$ cat config.mk
export PLATFORM = sky130hd
export DESIGN_NAME = lane_color_mapper
export DESIGN_NICKNAME = d
export VERILOG_FILES = /design/src/rtl/frogger_pkg.sv /design/src/rtl/lane_color_mapper_obj_hit.sv /design/src/rtl/lane_color_mapper.sv
export SDC_FILE = /design/constraint.sdc
export NUM_CORES = 2
export LEC_CHECK = 0
export ABC_CLOCK_PERIOD_IN_PS = 9100
export BUFFER_PORTS_ARGS = -buffer_cell sky130_fd_sc_hd__buf_2
export CAP_MARGIN = 25
export CORE_AREA = 2 2 390 392
export CTS_CLUSTER_DIAMETER = 150
export DETAILED_ROUTE_END_ITERATION = 8
export DIE_AREA = 0 0 392 394
export GPL_TIMING_DRIVEN = 0
export PLACE_DENSITY = 0.65
export SETUP_SLACK_MARGIN = 0.3
export SLEW_MARGIN = 20
export SYNTH_ARGS = -nofsm -noshare
export SYNTH_HDL_FRONTEND = slang
export SYNTH_HIERARCHICAL = 1
export SYNTH_SLANG_ARGS = --single-unit
$ cat constraint.sdc
create_clock -name Clk -period 9.1 [get_ports Clk]
set_input_delay 0.91 -clock Clk [delete_from_list [all_inputs] [get_ports Clk]]
set_output_delay 0.91 -clock Clk [all_outputs]
set_load 0.005 [all_outputs]
$ cat src/rtl/frogger_pkg.sv
// Shared types and colour constants for the lane colour mapper.
package frogger_pkg;

  typedef logic [10:0] coord_t;

  typedef struct packed {
    logic [7:0] r;
    logic [7:0] g;
    logic [7:0] b;
  } rgb_t;

  typedef enum logic [1:0] {
    IDLE      = 2'd0,
    FLASH_ON  = 2'd1,
    FLASH_OFF = 2'd2
  } flash_state_e;

  localparam rgb_t COLOR_FROG  = rgb_t'(24'h28FA46);
  localparam rgb_t COLOR_BG    = rgb_t'(24'hFFFFFF);
  localparam rgb_t COLOR_HIT   = rgb_t'(24'hFF0000);
  localparam rgb_t COLOR_BLANK = rgb_t'(24'h000000);

endpackage

$ cat src/rtl/lane_color_mapper_obj_hit.sv
// Combinational half-open rectangle test for one sprite; X may be signed so
// sprites can hang off the left edge of the screen.
module obj_hit #(
  parameter bit SIGNED_X = 1'b1
) (
  input  logic [10:0] obj_x,
  input  logic [10:0] obj_y,
  input  logic [10:0] obj_w,
  input  logic [10:0] obj_h,
  input  logic [10:0] px,
  input  logic [10:0] py,
  output logic        hit
);

  logic signed [12:0] x_lo;
  logic signed [12:0] x_hi;
  logic signed [12:0] p_x;
  logic        [11:0] y_hi;

  // 13-bit signed X keeps both a negative sprite and X+W near 2047 exact.
  always_comb begin
    x_lo = SIGNED_X ? {{2{obj_x[10]}}, obj_x} : {2'b00, obj_x};
    x_hi = x_lo + $signed({2'b00, obj_w});
    p_x  = $signed({2'b00, px});
    y_hi = {1'b0, obj_y} + {1'b0, obj_h};
    hit  = (p_x >= x_lo) && (p_x < x_hi) &&
           (py >= obj_y) && ({1'b0, py} < y_hi);
  end

endmodule

$ cat src/rtl/lane_color_mapper.sv
// Two-stage pixel colour mapper: per-lane sprite hit test, then priority
// resolve and colour, with a frame-counted collision flash on the background.
//
// state     | meaning
// ----------+-----------------------------------------------
// IDLE      | no flash, background white
// FLASH_ON  | background red, counting frames of the on phase
// FLASH_OFF | background white, counting frames of the off phase
module lane_color_mapper
  import frogger_pkg::*;
#(
  parameter int NUM_ROWS     = 8,
  parameter int MAX_OBJS     = 4,
  parameter int OBJ_W        = 80,
  parameter int OBJ_H        = 40,
  parameter int FLASH_FRAMES = 8,
  parameter int FLASH_CYCLES = 3
) (
  input  logic                           Clk,
  input  logic                           Reset_n,
  input  logic                           pix_valid,
  input  logic [10:0]                    DrawX,
  input  logic [10:0]                    DrawY,
  input  logic                           frame_start,
  input  logic [10:0]                    FrogX,
  input  logic [10:0]                    FrogY,
  input  logic [10:0]                    Frog_Width,
  input  logic [10:0]                    Frog_Height,
  input  logic [NUM_ROWS*MAX_OBJS*11-1:0] Obj_X,
  input  logic [NUM_ROWS*MAX_OBJS*11-1:0] Obj_Y,
  input  logic [NUM_ROWS*3-1:0]          Row_Count,
  input  logic [NUM_ROWS*24-1:0]         Row_Color,
  input  logic                           collision,
  output logic [7:0]                     Red,
  output logic [7:0]                     Green,
  output logic [7:0]                     Blue,
  output logic                           rgb_valid,
  output logic                           flash_active
);

  localparam int FW = $clog2(FLASH_FRAMES + 1);
  localparam int CW = $clog2(FLASH_CYCLES + 1);
  localparam int NS = NUM_ROWS * MAX_OBJS;

  localparam logic [1:0] S_IDLE      = IDLE;
  localparam logic [1:0] S_FLASH_ON  = FLASH_ON;
  localparam logic [1:0] S_FLASH_OFF = FLASH_OFF;

  logic [NS-1:0]       slot_hit;
  logic [NS-1:0]       slot_en;
  logic [NUM_ROWS-1:0] row_hit_c;
  logic                frog_hit_c;

  logic [NUM_ROWS-1:0] row_hit_q;
  logic                frog_hit_q;
  logic                valid_q;

  logic [1:0]          state;
  logic [FW-1:0]       frame_cnt;
  logic [CW-1:0]       cyc_cnt;

  rgb_t                pix_c;
  rgb_t                pix_q;

  for (genvar r = 0; r < NUM_ROWS; r++) begin : g_row
    for (genvar k = 0; k < MAX_OBJS; k++) begin : g_slot
      localparam int I = r * MAX_OBJS + k;
      obj_hit #(.SIGNED_X(1'b1)) u_hit (
        .obj_x (Obj_X[I*11 +: 11]),
        .obj_y (Obj_Y[I*11 +: 11]),
        .obj_w (11'(OBJ_W)),
        .obj_h (11'(OBJ_H)),
        .px    (DrawX),
        .py    (DrawY),
        .hit   (slot_hit[I])
      );
      assign slot_en[I] = (k < int'(Row_Count[r*3 +: 3]));
    end
    assign row_hit_c[r] = |(slot_hit[r*MAX_OBJS +: MAX_OBJS] & slot_en[r*MAX_OBJS +: MAX_OBJS]);
  end

  obj_hit #(.SIGNED_X(1'b0)) u_frog_hit (
    .obj_x (FrogX),
    .obj_y (FrogY),
    .obj_w (Frog_Width),
    .obj_h (Frog_Height),
    .px    (DrawX),
    .py    (DrawY),
    .hit   (frog_hit_c)
  );

  always_ff @(posedge Clk) begin
    if (!Reset_n) begin
      row_hit_q  <= '0;
      frog_hit_q <= 1'b0;
      valid_q    <= 1'b0;
    end else begin
      row_hit_q  <= row_hit_c;
      frog_hit_q <= frog_hit_c;
      valid_q    <= pix_valid;
    end
  end

  // Walk rows from lowest to highest priority so row 0 is written last.
  always_comb begin
    pix_c = (state == S_FLASH_ON) ? COLOR_HIT : COLOR_BG;
    for (int r = NUM_ROWS - 1; r >= 0; r--) begin
      if (row_hit_q[r]) pix_c = rgb_t'(Row_Color[r*24 +: 24]);
    end
    if (frog_hit_q) pix_c = COLOR_FROG;
    if (!valid_q)   pix_c = COLOR_BLANK;
  end

  always_ff @(posedge Clk) begin
    if (!Reset_n) begin
      pix_q     <= COLOR_BLANK;
      rgb_valid <= 1'b0;
    end else begin
      pix_q     <= pix_c;
      rgb_valid <= valid_q;
    end
  end

  assign Red   = pix_q.r;
  assign Green = pix_q.g;
  assign Blue  = pix_q.b;

  // Collision outranks frame_start in the same cycle: restart without counting.
  always_ff @(posedge Clk) begin
    if (!Reset_n) begin
      state     <= S_IDLE;
      frame_cnt <= '0;
      cyc_cnt   <= '0;
    end else if (collision) begin
      state     <= S_FLASH_ON;
      frame_cnt <= '0;
      cyc_cnt   <= '0;
    end else if (frame_start && state != S_IDLE) begin
      if (frame_cnt == FW'(FLASH_FRAMES - 1)) begin
        frame_cnt <= '0;
        if (state == S_FLASH_ON) begin
          state <= S_FLASH_OFF;
        end else if (cyc_cnt == CW'(FLASH_CYCLES - 1)) begin
          state   <= S_IDLE;
          cyc_cnt <= '0;
        end else begin
          state   <= S_FLASH_ON;
          cyc_cnt <= cyc_cnt + 1'b1;
        end
      end else begin
        frame_cnt <= frame_cnt + 1'b1;
      end
    end
  end

  assign flash_active = (state != S_IDLE);

endmodule

# After elaboration in Yosys (flattened, before gate mapping)
# Cells that the tools add are included.
classes:
  mux: 17
  n_mul: 0
  n_div: 0
  bitwise_logic: 11
  n_eq_ne: 3
  reduce_logical: 117
  order_cmp: 164
  add_sub_neg: 68
  n_shift: 0
op_table:
  columns: ["operator", "count"]
  rows:
  - ["less-than comparator 12 x 13 -> 1 bit", 33]
  - ["less-than comparator 11 x 12 -> 1 bit", 33]
  - ["adder 11 x 6 -> 12 bit (second input constant)", 32]
  - ["adder 11 x 8 -> 12 bit (second input constant)", 32]
  - ["greater-or-equal comparator 12 x 11 -> 1 bit", 32]
  - ["greater-or-equal comparator 11 bit", 34]
  - ["2-to-1 mux 24 bit", 8]
  - ["logical AND 1 bit", 100]
  - ["less-than comparator 1 x 3 -> 1 bit (first input constant)", 16]
  - ["less-than comparator 2 x 3 -> 1 bit (first input constant)", 16]
  - ["AND 4 bit", 8]
  - ["OR reduction 4 bit", 8]
  - ["adder 11 x 11 -> 12 bit", 2]
  - ["2-to-1 mux 22 bit", 1]
  - ["2-to-1 mux 16 bit", 1]
  - ["AND reduction 2 bit", 3]
  - ["nonzero test 2 bit", 3]
  - ["adder 4 x 1 -> 4 bit (second input constant)", 1]
  - ["equality test 4 x 3 -> 1 bit (second input constant)", 1]
  - ["2-to-1 mux 1 bit", 4]
  - ["2-to-1 mux 2 bit", 2]
  - ["2-to-1 mux 4 bit", 1]
  - ["NOT 1 bit", 3]
  - ["AND reduction 3 bit", 1]
  - ["5 further kinds", 5]
word_totals:
  mem_bits_ro: 0
  ff_bits: 43
  in_bits: 991
  ram_bits: 0
  latchBits: 0
  mem_count: 0

# Depth between registers and ports, before layout
logic_depth:
  ltp_word: 11
  mapped_depth: 21
  depth_no_buf: 21

# Hierarchy
# The synthesis kept the hierarchy.
modules_own_cells:
  columns: ["module", "cells_each", "area_each_um2", "instances", "seq_area_each_um2"]
  rows:
  - ["obj_hit (g_row[0].g_slot[0].u_hit ...)", 246, 1945.6, 15, 0.0]
  - ["obj_hit (g_row[2].g_slot[1].u_hit ...)", 259, 1944.4, 15, 0.0]
  - ["lane_color_mapper", 414, 3235.6, 1, 860.8]
  - ["obj_hit (g_row[2].g_slot[0].u_hit)", 245, 1909.3, 1, 0.0]
  - ["obj_hit (g_row[3].g_slot[0].u_hit)", 237, 1871.8, 1, 0.0]
  - ["obj_hit (u_frog_hit)", 235, 1828.0, 1, 0.0]

# Worst setup path after synthesis
# Ideal clock, no wire load.
synth_path:
  path_kind: "input port to flip-flop"
  from: "in Obj_Y[92]"
  to: "reg row_hit_q[2]"
  t_arrival_ns: 3.813
  required_time_ns: 9.040
  setup_slack_ns: 5.228
  setup_time_ns: 0.060
  stages: 17
  cell_sequence: "ha_1 -> o21a_1 -> nor2_1 -> a21oi_1 -> a21oi_1 -> o21bai_1 -> a21oi_1 -> xor2_1 -> ha_1 -> or3_1 -> a2111oi_2 -> o21ai_1 -> o211a_1 -> a2111oi_2 -> a21boi_2 -> a211o_1 -> o311a_1"
synth_via:
  elab_chain_cells: 5
  elab_cells_between_ends: 7
  cone_classes: "1 x add/sub; 2 x order compare; 1 x bitwise; 3 x reduce/logical"
synth_lines:
  columns: ["element", "line_no", "rtl"]
  rows:
  - ["from (decl)", "lane_color_mapper.sv:30", "input logic [NUM_ROWS*MAX_OBJS*11-1:0] Obj_Y,"]
  - ["adder 11 x 6 -> 12 bit / greater-or-equal comparator 11 bit (equally long branches)", "lane_color_mapper_obj_hit.sv:25, lane_color_mapper_obj_hit.sv:27", null]
  - ["less-than comparator 11 x 12 -> 1 bit / logical AND 1 bit (equally long branches)", "lane_color_mapper_obj_hit.sv:27, lane_color_mapper_obj_hit.sv:26", null]
  - ["logical AND 1 bit (*)", "lane_color_mapper_obj_hit.sv:27", "(py >= obj_y) && ({1'b0, py} < y_hi);"]
  - ["net slot_hit[8]", "lane_color_mapper.sv:49", "logic [NS-1:0] slot_hit;"]
  - ["AND 4 bit (*)", "lane_color_mapper.sv:79", "assign row_hit_c[r] = |(slot_hit[r*MAX_OBJS +: MAX_OBJS] & slot_en[r*MAX_OBJS +: MAX_OBJS]);"]
  - ["OR reduction 4 bit (*)", "lane_color_mapper.sv:79", null]
  - ["to (signal assigned)", "lane_color_mapper.sv:98", "row_hit_q <= row_hit_c;"]
  - ["to (decl)", "lane_color_mapper.sv:54", "logic [NUM_ROWS-1:0] row_hit_q;"]
# The timed path passes the listed nets; every way through them passes the cells marked *.
# A chain may end at the register's enable or synchronous reset.

# Worst setup path after layout
layout_path:
  from: "in FrogY[1]"
  to: "reg frog_hit_q"
layout_via:
  elab_chain_cells: 3
  elab_cells_between_ends: 5
  cone_classes: "1 x add/sub; 2 x order compare; 2 x reduce/logical"
layout_lines:
  columns: ["element", "line_no", "rtl"]
  rows:
  - ["from (decl)", "lane_color_mapper.sv:26", "input logic [10:0] FrogY,"]
  - ["adder 11 x 11 -> 12 bit / greater-or-equal comparator 11 bit (equally long branches)", "lane_color_mapper_obj_hit.sv:25, lane_color_mapper_obj_hit.sv:27", null]
  - ["less-than comparator 11 x 12 -> 1 bit / logical AND 1 bit (equally long branches)", "lane_color_mapper_obj_hit.sv:27, lane_color_mapper_obj_hit.sv:26", null]
  - ["logical AND 1 bit (*)", "lane_color_mapper_obj_hit.sv:27", null]
  - ["net frog_hit_c", "lane_color_mapper.sv:52", "logic frog_hit_c;"]
  - ["to (signal assigned)", "lane_color_mapper.sv:99", "frog_hit_q <= frog_hit_c;"]
  - ["to (decl)", "lane_color_mapper.sv:55", "logic frog_hit_q;"]
# Marked as above.

==> reports/results.txt <==
Run status = complete, no violations
Chip width = 392 um
Hold Path Class = reg2reg
Synth Area in XOR/XNOR = 0.06687
Post-route setup TNS = 0 ns
Hpwl dp = 215200 um
Ys flop type = dfxtp_1
Cell Int Power = 2.637 mW
R2R Path Start = row_hit_q[1]$_SDFF_PN0_
Critical path arrival = 5.84 ns
GR Util All Layers = 0.3273
Setup crit end kind = register
DRT antenna net count = 0
Post-synthesis async set-or-reset flop share = 0
F_max = 0.1784 GHz
Worst stage delay on the critical path = 0.63 ns
GRT overflow = 0
Most frequent cells in the layout = ha_1, inv_1, buf_2
NetSw = 3.191 mW
Final setup viols = 0
Clk slew on worst S/H paths = 0.08 ns
Iteration-0 DRC count of the detailed router = 4033
Power Density = 73.51 nW/um^2
Placement Cell Area = 78610 sq um
Largest family of logic cells by synthesized area = adder cells
Clock sinks = 43
Post-synthesis simple-gate area fraction = 0.1596
Mux share of post-synthesis cell area = 0.0004655
Final instance area = 79290 sq um
Slowest CP cell = nor4_1
Sw frac = 0.5475
First-pass GRT wire length = 392200 um
Startpoint of the worst hold path = frame_cnt[3]$_SDFFE_PP0P_
Ports = 1017
DR pass1 iterations = 6
Clk_skew = 0.01223 ns
Total wire length = 262300 um
Post-CTS Setup Repair Bufs = 0
Clock latency on the worst-skew pair = 0.30 ns
CP Launch Point = FrogY[1]
Via count = 71580
Hold buffer count at CTS = 0
Largest net degree at the start of global routing = 53
Post-synthesis compound-gate area fraction = 0.2816
Vias/cell = 5.600
TritonCTS clock tree = built
YS warnings = 6
CTS HTree Levels = 2
Critical-path maximum fanout = 2
WP buf/inv = 1
Site Rows = 143
Seq/Total Area, Yosys = 0.01281
Worst setup SP type = input port
Fin util = 0.5263
Peak VDD IR = 0.06798 mV
Die area = 154400 sq um
Clock Path Buffers = 2
P&R area growth vs syn = 17.99%
Synth top area cells = ha_1, inv_1, a21oi_1, o21ai_0, xor2_1
Root Buffer = clkbuf_16
Nets = 13720
Placer Congestion = 1.015
Avg WL per Cell = 20.52 um
Worst path cell trace = buf_2 > ha_1 > a211oi_1 > o211ai_1 > a31oi_1 > nor2_1 > nor2_1 > xor2_1 > ha_1 > or4_1 > a21oi_1 > o21ai_1 > a21oi_2 > a311oi_1 > nor4_1 > and2_1
Share of power burned in registers = 0.038
Final Cycle Share = 0.6160
Adder-cell share of the synthesized area = 0.4131
Leakage power = 41.45 nW
Die Y = 394 um
Synth Cell Area = 67190 sq um
Final min period = 5.606 ns
CP Class = in2reg
Yosys top cell area share = 0.3935
Core area = 150700 sq um
Final hold violations = 0
Hold slack final = 0.5340 ns
Logic gate share of total power = 0.923
Syn Inst Count = 8706
PortBufs = 1016
Syn_area_per_cell = 7.718 sq um
Clock share of power = 0.039
Slew margin rel. = 0.1991
Post-synth EDFFs = 0
#FFs+latches synth = 43
RSZ-0062 raised after global routing = no
Area leader, netlist = ha_1
Drt drc = 0
Slew Viols, Final = 0
CP delay by family, top = compound AO/OA/AOI/OAI gates
Fillers = 15070
CTS buffer count = 5
Commonest non-fill, non-tap cell in the layout = ha_1
Initial core utilization = 0.4460
CTS resizes = 0
Vias in the first global route = 68580
Maxcap violations = 0
Distinct cells, synth = 91
Req. time, crit path = 9.34 ns
Slew @ Worst Pin = 1.201 ns
Layout cell share with drive strength beyond 1 = 0.1285
Initial antenna violation count = 298
[path summary, 6_finish.rpt]
path,to,slack (ns),cells past startpoint
setup reg to reg,Blue[5]$_SDFF_PP0_,6.69,5
setup / recovery,frog_hit_q$_SDFF_PN0_,3.49,16
hold reg to reg,frame_cnt[3]$_SDFFE_PP0P_,0.53,2
hold / removal,frame_cnt[3]$_SDFFE_PP0P_,0.53,2
[flip-flops by register name (all words and copies together), names as in the netlist]
signal / cells
state: 2
Red: 8
rgb_valid: 1
frog_hit_q: 1
row_hit_q: 8
Blue: 8
cyc_cnt: 2
frame_cnt: 4
valid_q: 1
Green: 8
[cell families after synthesis]
kind of cell,count (synthesis)
other,2
buffers and inverters,1153
muxes,3
AOI/OAI and AO/OA,2803
and+or+nand+nor,2010
DFF,43
xor gates and xnor gates,513
adders and majority gates,2179
[worst reg2reg max path, delay by kind of cell (launching register included)]
kind / cells / cell delay (ns)
buf+inv: 2 / 0.71
simple gates: 1 / 0.11
compound gates: 2 / 1.03
flops: 1 / 0.40
[final cells by class]
cell class / instances / area (sq um) / share of cell area
Multi-Input combinational cell: 8308 / 64950 / 0.8192
Clock buffer: 5 / 125.1 / 0.001578
Sequential cell: 43 / 860.8 / 0.01086
Antenna cell: 199 / 498.0 / 0.006281
Tap cell: 2030 / 2540 / 0.03204
Buffer: 35 / 201.4 / 0.002541
Clock inverter: 3 / 47.55 / 0.0005997
Timing Repair Buffer: 1041 / 5863 / 0.07395
Inverter: 1118 / 4197 / 0.05293
[cell usage after synthesis (all sizes together), types with 70 or more instances]
library cell and count:
xor2 286, a221oi 76, o31ai 78, a211oi 138, nor2 519, nor2b 139
o211ai 85, a21o 191, a31oi 70, a21oi 711, nand2b 150, nand3 242
o21a 160, ha 2113, and3 77, xnor2 227, nor3 140, nand2 311
o21ai 663, inv 1116
[through the flow]
stage / power [mW] / setup WS, ns / cells
5_1_grt: 6.551 / 3.436 / 12750
6_report: 5.828 / 3.494 / 12780
4_1_cts: 5.682 / 3.703 / 12580
2_1_floorplan: 3.906 / 5.228 / 9504
3_5_place_dp: 5.419 / 3.400 / 12570
3_3_place_gp: 5.213 / 3.019 / 12550
[power by group through the flow]
stage,Combinational [mW],Clock (mW),Sequential [mW]
floorplan,3.69,0,0.219
global placement,4.99,0,0.223
detailed placement,5.20,0,0.223
CTS,5.23,0.229,0.219
global route,6.09,0.237,0.221
finish,5.38,0.230,0.220
[metal layers]
metal,share of wire,global-route usage
met4,0.080,0.2533
met5,0.0033,0
met1,0.39,0.3555
met2,0.46,0.5445
met3,0.072,0.08077
Power figures use the tool's default switching activity.
